## src/rtl/instruction_fetch.sv

```systemverilog
// Instruction fetch unit: issues one memory read at a time from the program
// counter, buffers returned words with their fetch address in a small FIFO,
// and handles flushes of both buffered and in-flight fetches.
module instruction_fetch #(
  parameter int unsigned ARCHITECTURE = 32,
  parameter int unsigned FIFO_DEPTH   = 2
) (
  input  logic                    clk_i,
  input  logic                    rst_i,
  input  logic [ARCHITECTURE-1:0] pc_i,
  output logic                    pc_advance_o,
  output logic                    imem_req_o,
  output logic [ARCHITECTURE-1:0] imem_addr_o,
  input  logic                    imem_ack_i,
  input  logic [ARCHITECTURE-1:0] imem_data_i,
  output logic                    instr_valid_o,
  input  logic                    instr_ready_i,
  output logic [ARCHITECTURE-1:0] instr_o,
  output logic [ARCHITECTURE-1:0] instr_pc_o,
  input  logic                    flush_i
);

  localparam int unsigned PtrW = (FIFO_DEPTH > 1) ? $clog2(FIFO_DEPTH) : 1;
  localparam int unsigned CntW = $clog2(FIFO_DEPTH + 1);
  localparam logic [CntW-1:0] Depth = CntW'(FIFO_DEPTH);

  typedef enum logic [1:0] {StIdle, StWaitAck, StDiscard} state_e;

  state_e                  state_q;
  logic [ARCHITECTURE-1:0] fetch_pc_q;
  logic [ARCHITECTURE-1:0] data_q [FIFO_DEPTH];
  logic [ARCHITECTURE-1:0] pc_q   [FIFO_DEPTH];
  logic [PtrW-1:0]         rd_ptr_q;
  logic [PtrW-1:0]         wr_ptr_q;
  logic [CntW-1:0]         count_q;
  logic                    push;
  logic                    pop;

  // A flush voids both the push of a completing fetch and any pop in the same cycle.
  assign push = (state_q == StWaitAck) && imem_ack_i && !flush_i;
  assign pop  = (count_q != '0) && instr_ready_i && !flush_i;

  assign instr_valid_o = (count_q != '0);
  assign instr_o       = data_q[rd_ptr_q];
  assign instr_pc_o    = pc_q[rd_ptr_q];

  // Fetch FSM with registered request, address and PC-advance pulse.
  always_ff @(posedge clk_i or posedge rst_i) begin
    if (rst_i) begin
      state_q      <= StIdle;
      imem_req_o   <= 1'b0;
      imem_addr_o  <= '0;
      fetch_pc_q   <= '0;
      pc_advance_o <= 1'b0;
    end else begin
      pc_advance_o <= 1'b0;
      unique case (state_q)
        StIdle: begin
          // Late acks are ignored here; only a free slot and no flush start a fetch.
          if ((count_q < Depth) && !flush_i) begin
            imem_req_o  <= 1'b1;
            imem_addr_o <= pc_i;
            fetch_pc_q  <= pc_i;
            state_q     <= StWaitAck;
          end
        end
        StWaitAck: begin
          if (imem_ack_i) begin
            imem_req_o   <= 1'b0;
            pc_advance_o <= !flush_i;
            state_q      <= StIdle;
          end else if (flush_i) begin
            // Request must stay held until memory answers; the answer is dropped.
            state_q <= StDiscard;
          end
        end
        StDiscard: begin
          if (imem_ack_i) begin
            imem_req_o <= 1'b0;
            state_q    <= StIdle;
          end
        end
        default: state_q <= StIdle;
      endcase
    end
  end

  // Instruction buffer: ring of FIFO_DEPTH entries with pointer pair and occupancy.
  always_ff @(posedge clk_i or posedge rst_i) begin
    if (rst_i) begin
      for (int i = 0; i < FIFO_DEPTH; i++) begin
        data_q[i] <= '0;
        pc_q[i]   <= '0;
      end
      rd_ptr_q <= '0;
      wr_ptr_q <= '0;
      count_q  <= '0;
    end else if (flush_i) begin
      rd_ptr_q <= '0;
      wr_ptr_q <= '0;
      count_q  <= '0;
    end else begin
      if (push) begin
        data_q[wr_ptr_q] <= imem_data_i;
        pc_q[wr_ptr_q]   <= fetch_pc_q;
        wr_ptr_q         <= wr_ptr_q + 1'b1;
      end
      if (pop) begin
        rd_ptr_q <= rd_ptr_q + 1'b1;
      end
      if (push && !pop) begin
        count_q <= count_q + 1'b1;
      end else if (pop && !push) begin
        count_q <= count_q - 1'b1;
      end
    end
  end

endmodule

```

## config.mk

```make
export PLATFORM = sky130hd
export DESIGN_NAME = instruction_fetch
export DESIGN_NICKNAME = d
export VERILOG_FILES = /design/src/rtl/instruction_fetch.sv
export SDC_FILE = /design/constraint.sdc
export NUM_CORES = 1
export LEC_CHECK = 0
export BUFFER_PORTS_ARGS = -buffer_cell sky130_fd_sc_hd__buf_2
export CAP_MARGIN = 10
export CORE_UTILIZATION = 58
export CTS_CLUSTER_DIAMETER = 100
export DETAILED_ROUTE_END_ITERATION = 10
export HOLD_SLACK_MARGIN = 0.08
export PLACE_DENSITY = 0.85
export SETUP_SLACK_MARGIN = 0.15
export SYNTH_ARGS = -nofsm -noshare
export SYNTH_HDL_FRONTEND = slang
export SYNTH_SLANG_ARGS = --single-unit
```

## constraint.sdc

```tcl
create_clock -name clk_i -period 11.43 [get_ports clk_i]
set_input_delay 1.143 -clock clk_i [delete_from_list [all_inputs] [get_ports clk_i]]
set_output_delay 1.143 -clock clk_i [all_outputs]
set_load 0.02 [all_outputs]
```

==> out/results.ini, run 1 <==
[grt]
antenna_found_initial = 0
grt.total_usage_pct = 23.07
grt_pass1_vias = 4489
grt_overflow = 0
grt_pass1_wl_microns = 22570
grt_max_degree = 99

[placement]
port_buffers = 167
gp_congestion = 0.7367
dp_slack_ps = 8144
place_hpwl_microns = 9335
postPlaceCellArea_sq_mm = 0.008145

[sta]
slew_headroom_pct = 42.61
rsz0062_at_grt = no
period_needed_ps = 3568
setup_viol = 0
final_max_slew_viol_count = 0
tns_ps = 0
worstMarginPinSlew_ps = 860.9
clock_skew_ps = 6.794
finalCritPeriodShare_pct = 31.21
fmax_ghz = 0.2803
fin_ws_ps = 7862
finalHoldViolations = 0

[pwr]
intPower_uw = 1691
clkPwrFrac_pct = 21.0
swShare_pct = 34.88
p_sw_uw = 905.5
pwr_density_cell_mw_per_mm2 = 297.8
p_seq_share_pct = 40.5
leakage_uw = 0.004163
p_comb_share_pct = 38.6
max-vdd-ir-drop_mv = 0.1593

[outcome]
outcome = finished, final reports clean

[route]
vias_per_cell = 5.353
wl_microns = 14000
drtIter0Drc = 156
wire_per_inst_microns = 17.33
route.vias.total = 4325
drt-pass1-iter-count = 4
postRouteAntennaNets = 0
drc = 0

[floorplan]
start_util_pct = 59.97
fp-row-count = 40
die_w_microns = 113.7
die_h_microns = 113.7
pin_count = 168
dieArea_sq_mm = 0.01292
core_sq_mm = 0.01206

[clock_network]
cts_max_level = 4
cts_tree = yes
clk_pin_slew_ps = 60
cts-root-buf = clkbuf_16
clock_latency_ps = 420
cts.sinks = 168
clock_path_buffers = 2
post-cts-setup-buffer-count = 0
postCtsHoldBufs = 0
cts_resized = 0
numCtsBuffers = 17

[synth]
synth-edff-count = 0
syn_avg_cell_area_sq_um = 15.76
synth_flop_cell = dfrtp_1
synth-seq-cells = 168
syn_inst = 459
yosys.area.top_type = dfrtp_1
async_flop_share_pct = 100.0
ys_top_cells_by_area = dfrtp_1 (58%), mux2_2 (34%), buf_6 (1.9%)
netlist_area_sq_mm = 0.007233
synth_warnings = 0
post_synth_num_cell_types = 28
syn-num-nets = 533
synthDominantCellAreaShare_pct = 58.12
ys_seq_area_share_pct = 58.12

[layout]
layout_commonest_cell = mux2_2
final_cell_mix = mux2_2 (220), dfrtp_1 (167), buf_2 (167), clkbuf_16 (17), buf_4 (6)
area_growth_pct = 20.52
finalInstanceArea_sq_mm = 0.008717
diodes = 0
drive_gt1_share_pct = 67.19
nets = 701

[critical_path]
critical_path_required_ps = 10290
start_kind = register
worst-setup-path-type = reg -> out
end_kind = output port
crit_arrival_ps = 2420
path_max_fanout = 36

[worst_hold_path]
worstHoldPathType = reg -> reg

[job]
cap_violations = 0

[power groups by stage]
stage               logic, uW  clock network [uW]  registers, uW
floorplan                 675                   0           1070
global placement          973                   0           1030
detailed placement       1000                   0           1060
CTS                      1010                 555           1050
global route             1070                 579           1090
finish                   1000                 544           1050
[critical path: stages, from the launching register on]
cell	delay (ps)
dfrtp_2	850
buf_4	550
mux2_2	400
buf_2	170
[Yosys cell counts (2+ instances only)]
library cell / count
nand2_1: 3
nor2_1: 3
buf_2: 9
clkbuf_1: 3
ha_1: 5
and3b_1: 2
nand2_2: 2
buf_6: 12
mux2_2: 220
mux2_1: 5
nand2b_1: 2
dfrtp_1: 168
inv_1: 4
xor2_1: 2
a21oi_1: 4
o21ai_0: 3
[per-stage QoR]
| step | total power [uW] | std cells | utilization, % | hold slack (ps) |
|---|---|---|---|---|
| finish | 2596 | 808 | 72.27 | 486.0 |
| global route | 2737 | 808 | 72.27 | 511.4 |
| CTS | 2622 | 808 | 72.27 | 489.8 |
| detailed placement | 2065 | 776 | 67.53 | 476.1 |
| global placement | 2003 | 776 | 67.53 | 463.6 |
| floorplan | 1747 | 459 | - | 454.1 |
[per-layer routing]
| layer | share of wire [%] | GRT usage, % |
|---|---|---|
| met1 | 41 | 27.90 |
| met5 | 0 | 0 |
| met2 | 53 | 40.53 |
| met4 | 1.8 | 9.035 |
| met3 | 4.4 | 4.835 |
[registers in the layout, summed over array words and instances (netlist names)]
register and cells:
rd_ptr_q 1, data_q 64, wr_ptr_q 1, fetch_pc_q 32, state_q 2, pc_advance_o 1
pc_q 64, imem_req_o 1, count_q 2
[kinds of logic after synthesis]
kind of cell	Yosys count	synth area share, %
DFF	168	58.12
adders and majority gates	5	0.8649
muxes	226	35.17
buffers and inverters	28	2.854
and+or+nand+nor	15	1.384
xor gates and xnor gates	2	0.2422
AOI/OAI and AO/OA	15	1.367
[cell type report]
cell class	count	area, sq um
Timing Repair Buffer	173	880.8
Fill cell	830	3344
Inverter	4	20.02
Tap cell	168	210.2
Clock buffer	25	505.5
Sequential cell	168	4205
Clock inverter	7	66.31
Multi-Input combinational cell	263	2829
[worst paths after layout]
check                            from             end  slack (ps)  depth (start not counted)
hold / removal             data_q[50]      data_q[50]         490                          1
setup / recovery             rd_ptr_q  instr_pc_o[26]        7860                          3
hold reg to reg            data_q[50]      data_q[50]         490                          1
min in group asynchronous       rst_i         pc_q[5]         900                          2
setup reg to reg           state_q[1]      data_q[10]        8790                          6
max in group asynchronous       rst_i        rd_ptr_q        9070                          3
(Power assumes the default switching activity.)
==> run 2, diff against run 1 <==
CORE_UTILIZATION = 49   (was 58)
PLACE_DENSITY = 0.77   (was 0.85)
clock period = 2.95 ns   (was 11.43 ns; I/O delays follow)
==> run 2 against run 1 <==
  * Sequential share of layout area decreased by 0.88 points
  * Worst setup slack got worse by 7200 ps
  * Die area increased by 18%
  * Wire length increased by 2.6%
  * Cell area increased by 1.9%
  * Hold slack got worse by 390 ps
  * Clock power increased to 4.1 times the previous value
  * Clock-buffer cell count decreased by 5
  * Via count increased by 1.1%
  * Non-clock buffer count increased by 8
  * Critical path type unchanged
==> out/results.ini, run 2 (same netlist as run 1, synthesis figures left out) <==
[critical_path]
worst-setup-path-type = reg -> out
r2r_cells = 6  ; unchanged
slowest_delay_ps = 650  ; -200 ps
worstPathCellList = buf_12 -> mux2_2 -> buf_2
cp_slowest_cell = dfrtp_2
crit_family = flip-flops
r2r_slack_ps = 870  ; -7920 ps
start_kind = register
cp.depth = 3  ; unchanged
crit_arrival_ps = 2010  ; -410 ps
critical_path_required_ps = 2650  ; -7640 ps
reg2reg_from = state_q[1]
worst_r2r_endpoint = data_q[6]
path_buf_inv = 2  ; unchanged
path_max_fanout = 49  ; +36%
end_kind = output port

[sta]
setup_viol = 0  ; unchanged
worstMarginPinSlew_ps = 729.1  ; -131.8 ps
finalCritPeriodShare_pct = 78.00
finalHoldViolations = 0  ; unchanged
tns_ps = 0  ; unchanged
rsz0062_at_grt = no
clock_skew_ps = 9.167  ; +2.373 ps
fmax_ghz = 0.4346
period_needed_ps = 2301
whs_ps = 99.00  ; -387.0 ps
final_max_slew_viol_count = 0  ; unchanged
slew_headroom_pct = 51.39  ; +8.8 points

[route]
wire_per_inst_microns = 17.26  ; -0.36%
drt-pass1-iter-count = 4  ; unchanged
wl_microns = 14360  ; +2.6%
vias_per_cell = 5.257  ; -1.8%
postRouteAntennaNets = 0  ; unchanged
drtIter0Drc = 166  ; +6.4%
drc = 0  ; unchanged
route.vias.total = 4374  ; +1.1%

[placement]
place_hpwl_microns = 9392  ; +0.61%
gp_congestion = 0.7527  ; +2.2%
port_buffers = 167  ; unchanged

[grt]
grt_pass1_wl_microns = 22570  ; unchanged
antenna_found_initial = 0  ; unchanged
grt_max_degree = 85  ; -14%
grt_overflow = 0  ; unchanged
grt_pass1_vias = 4597  ; +2.4%
grt.total_usage_pct = 19.70  ; -3.4 points

[layout]
drive_gt1_share_pct = 67.13  ; about the same
final_cell_mix = mux2_2 (220), dfrtp_1 (167), buf_2 (167), clkbuf_16 (17), buf_4 (6)
area_growth_pct = 22.75
top_regs = data_q (64), pc_q (64), fetch_pc_q (32)
diodes = 0  ; unchanged
layout_commonest_cell = mux2_2
nets = 709  ; +1.1%

[pwr]
max-vdd-ir-drop_mv = 0.5658  ; +260%
leakage_uw = 0.004217  ; +1.3%
pwr_density_cell_mw_per_mm2 = 1149  ; +290%

[floorplan]
pin_count = 168  ; unchanged
start_util_pct = 49.96  ; -10 points
die_h_microns = 123.5  ; +8.6%
core_sq_mm = 0.01448  ; +20%
fp-row-count = 44  ; +10%
dieArea_sq_mm = 0.01525  ; +18%
die_w_microns = 123.5  ; +8.6%

[clock_network]
cts_max_level = 4  ; unchanged
cts.sinks = 168  ; unchanged
clk_pin_slew_ps = 60  ; about the same
cts-root-buf = clkbuf_16
cts_tree = yes
post-cts-setup-buffer-count = 0  ; unchanged
numCtsBuffers = 17  ; unchanged
clock_path_buffers = 2  ; unchanged
clock_latency_ps = 430  ; about the same

[worst_hold_path]
hp-start = pc_i[19]
hold_path_end = fetch_pc_q[19]
worstHoldPathType = in -> reg
hold_path_depth = 2  ; +1

[job]
cap_violations = 0  ; unchanged

[outcome]
outcome = finished, final reports clean

## run 2: changes by cell type in the layout (fill, tap and decap cells not counted), moves of 2 or more
cell	previous run	this run
clkbuf_8	5	2
clkinvlp_4	1	3
bufinv_16	1	3
buf_12	0	3
dlygate4sd3_1	0	5
clkbuf_1	3	1
## run 2: final cells by class
cell class                      count  area, sq um
Sequential cell                   168         4205
Inverter                            4        18.77
Multi-Input combinational cell    263         2829
Clock buffer                       20        456.7
Timing Repair Buffer              181        991.0
Fill cell                        1113         5600
Tap cell                          184        230.2
Clock inverter                     12        147.6
## run 2: worst max-delay path by stage
stage | startpoint | endpoint | slack [ps]
2_1_floorplan | rst_i | count_q[0] | 510
3_3_place_gp | state_q[1] | pc_q[22] | 950
3_5_place_dp | state_q[1] | data_q[6] | 860
4_1_cts | rd_ptr_q | instr_o[21] | 630
5_1_grt | rd_ptr_q | instr_o[9] | 570
6_report | rd_ptr_q | instr_o[21] | 650
## run 2: repair_timing
item                      4_1_cts  5_1_grt
resized for setup               0        0
hold buffers                    4        1
hold endpoints to repair      114        1
## run 2: metrics by stage
stage          util, %  power, uW  cell area (sq um)  cells  worst slack, ps
2_1_floorplan        -       6770               7237    459            514.3
3_3_place_gp     56.80       7792               8224    795            947.1
3_5_place_dp     56.80       8012               8224    795            855.8
4_1_cts          61.25      10310               8869    831            634.7
5_1_grt          61.32      10800               8879    832            569.5
6_report         61.32      10200               8879    832            649.0
## run 2: power breakdown
group          internal [uW]  switching, uW  leakage (uW)
Sequential              3390            667       0.00208
Combinational           1910           1980       0.00184
Clock                   1370            881      0.000296
## run 2: worst register-to-register path: stages, from the launching register on
cell and delay, ps:
dfrtp_1 390, inv_1 100, ha_1 250, and3b_1 230
nand2_2 80, buf_4 470, mux2_2 440
## run 2: routing by layer
| metal | part of all wire [%] | vias up | GRT usage [%] |
|---|---|---|---|
| met2 | 53 | 110 | 34.71 |
| met3 | 5.4 | 19 | 6.596 |
| li1 | - | 1992 | - |
| met5 | 0 | - | 0 |
| met1 | 40 | 2253 | 22.01 |
| met4 | 1.8 | 0 | 7.304 |
==> run 3, diff against run 2 <==
clock period = 1.9 ns   (was 2.95 ns; I/O delays follow)
==> run 3 against run 2 <==
  * Via count grew 14%
  * First-iteration DRC count is 25% higher
  * Cell count is 13% higher
  * Wire length rose by 33%
  * Critical path type unchanged
  * Largest power group is now combinational cells
  * Highest routed layer unchanged
==> out/results.ini, run 3 (same netlist as run 1, synthesis figures left out) <==
[critical_path]
critical_path_required_ps = 1710  ; -940 ps
worstPathCellList = buf_12 -> buf_6 -> mux2_2 -> buf_2
end_kind = output port
path_buf_inv = 3  ; +1
path_max_fanout = 10  ; -80%
start_kind = register
cp_slowest_cell = dfrtp_2
crit_arrival_ps = 1670  ; -340 ps
crit_family = buffers and inverters
worst-setup-path-type = reg -> out
slowest_delay_ps = 380  ; -270 ps

[route]
route.vias.total = 4990  ; +14%
drc = 0  ; unchanged
postRouteAntennaNets = 0  ; unchanged
drt-pass1-iter-count = 4  ; unchanged
wl_microns = 19120  ; +33%
drtIter0Drc = 207  ; +25%
wire_per_inst_microns = 20.34  ; +18%
vias_per_cell = 5.309  ; +0.98%

[clock_network]
clock_latency_ps = 430  ; about the same
cts_tree = yes
cts-root-buf = clkbuf_16
cts.sinks = 168  ; unchanged
cts_max_level = 4  ; unchanged
clk_pin_slew_ps = 70  ; about the same
numCtsBuffers = 17  ; unchanged
clock_path_buffers = 2  ; unchanged

[grt]
grt_pass1_wl_microns = 26530  ; +18%
grt_overflow = 0  ; unchanged
antenna_found_initial = 0  ; unchanged
grt_max_degree = 44  ; -48%
grt_pass1_vias = 5081  ; +11%
grt.total_usage_pct = 23.64  ; +3.9 points

[sta]
slew_headroom_pct = 49.15  ; -2.2 points
tns_ps = 0  ; unchanged
clock_skew_ps = 11.56  ; +2.396 ps
period_needed_ps = 1855
fin_ws_ps = 44.58  ; -604.4 ps
worstMarginPinSlew_ps = 761.2  ; +32.10 ps
final_max_slew_viol_count = 0  ; unchanged
finalCritPeriodShare_pct = 97.65
fmax_ghz = 0.5390
rsz0062_at_grt = yes
finalHoldViolations = 0  ; unchanged
setup_viol = 0  ; unchanged
whs_ps = 107.3  ; +8.272 ps

[job]
cap_violations = 0  ; unchanged

[floorplan]
die_w_microns = 123.5  ; unchanged
start_util_pct = 49.96  ; unchanged
core_sq_mm = 0.01448  ; unchanged
pin_count = 168  ; unchanged
fp-row-count = 44  ; unchanged
die_h_microns = 123.5  ; unchanged
dieArea_sq_mm = 0.01525  ; unchanged

[layout]
diodes = 0  ; unchanged
final_cells = 940  ; +13%
fillers = 860  ; -23%
top_regs = data_q (64), pc_q (64), fetch_pc_q (32)
final_cell_mix = dfrtp_1 (166), buf_2 (155), mux2_2 (152), mux2_4 (73), dlygate4sd3_1 (65)
area_growth_pct = 47.81
nets = 817  ; +15%
layout_commonest_cell = dfrtp_1
drive_gt1_share_pct = 65.08  ; -2.1 points

[placement]
place_hpwl_microns = 10280  ; +9.5%
dp_slack_ps = 60.19  ; -795.6 ps
gp_congestion = 0.8140  ; +8.1%
numPlacedInstances = 807  ; +1.5%
port_buffers = 167  ; unchanged

[pwr]
pwr_density_cell_mw_per_mm2 = 1665  ; +45%
max-vdd-ir-drop_mv = 1.024  ; +81%
p_total_uw = 17800  ; +74%
leakage_uw = 0.005130  ; +22%

[worst_hold_path]
worstHoldPathType = in -> reg

[outcome]
outcome = finished, final reports clean

==> run 3: changes by cell type in the layout (fill, tap and decap cells not counted), moves of 4 or more <==
cell and change:
buf_12 +13, buf_16 +6, buf_2 -12, buf_4 +11
buf_6 +22, clkbuf_16 +8, clkinv_2 -4, dlygate4sd3_1 +60
mux2_1 -5, mux2_2 -68, mux2_4 +73
==> run 3: timing repair <==
action                                 4_1_cts  5_1_grt
cloned                                       4       13
endpoints found under the hold margin      112        0
setup endpoints to repair                  201      166
hold buffers                                65        0
buffers inserted                             5       14
pin swaps                                    1        3
gates resized for setup                     10       48
==> run 3: path summary, 6_finish.rpt <==
check	start	endpoint	slack, ps	cells after the start
worst min register to register	pc_q[7]	pc_q[7]	500	1
worst max register to register	state_q[1]	data_q[60]	120	7
min in group asynchronous	rst_i	data_q[4]	460	3
worst max-delay path	rd_ptr_q	instr_o[23]	40	4
worst min-delay path	flush_i	rd_ptr_q	110	2
max in group asynchronous	rst_i	pc_q[43]	860	4
==> run 3: stage by stage <==
stage | cell area [sq um] | util (%)
after floorplan | 7480 | -
after global placement | 8707 | 60.14
after detailed placement | 8707 | 60.14
after CTS | 10160 | 70.20
after global routing | 10690 | 73.84
final | 10690 | 73.84
==> run 3: per-layer routing <==
layer	GRT usage [%]	share of wire [%]	up-vias
met2	41.34	52	137
met4	10.09	2.3	0
met1	27.72	42	2597
met5	0	0	-
met3	5.535	3.8	35
li1	-	-	2221
==> run 3: area by class of cell <==
cell class                 instances  area, sq um  area share [%]
sequential                       168         4207           39.34
multi-input combinational        263         3139           29.36
timing repair buffer             289         2487           23.27
clock buffer                      22        464.2           4.342
tap                              184        230.2           2.153
clock inverter                    10        142.6           1.334
inverter                           4        21.27          0.1989
==> run 3: power breakdown <==
part	leakage, uW	switching, uW	internal, uW
sequential	0.00208	1160	5270
combinational	0.00277	3550	4250
clock	0.000283	1430	2140
total	0.00513	6140	11700
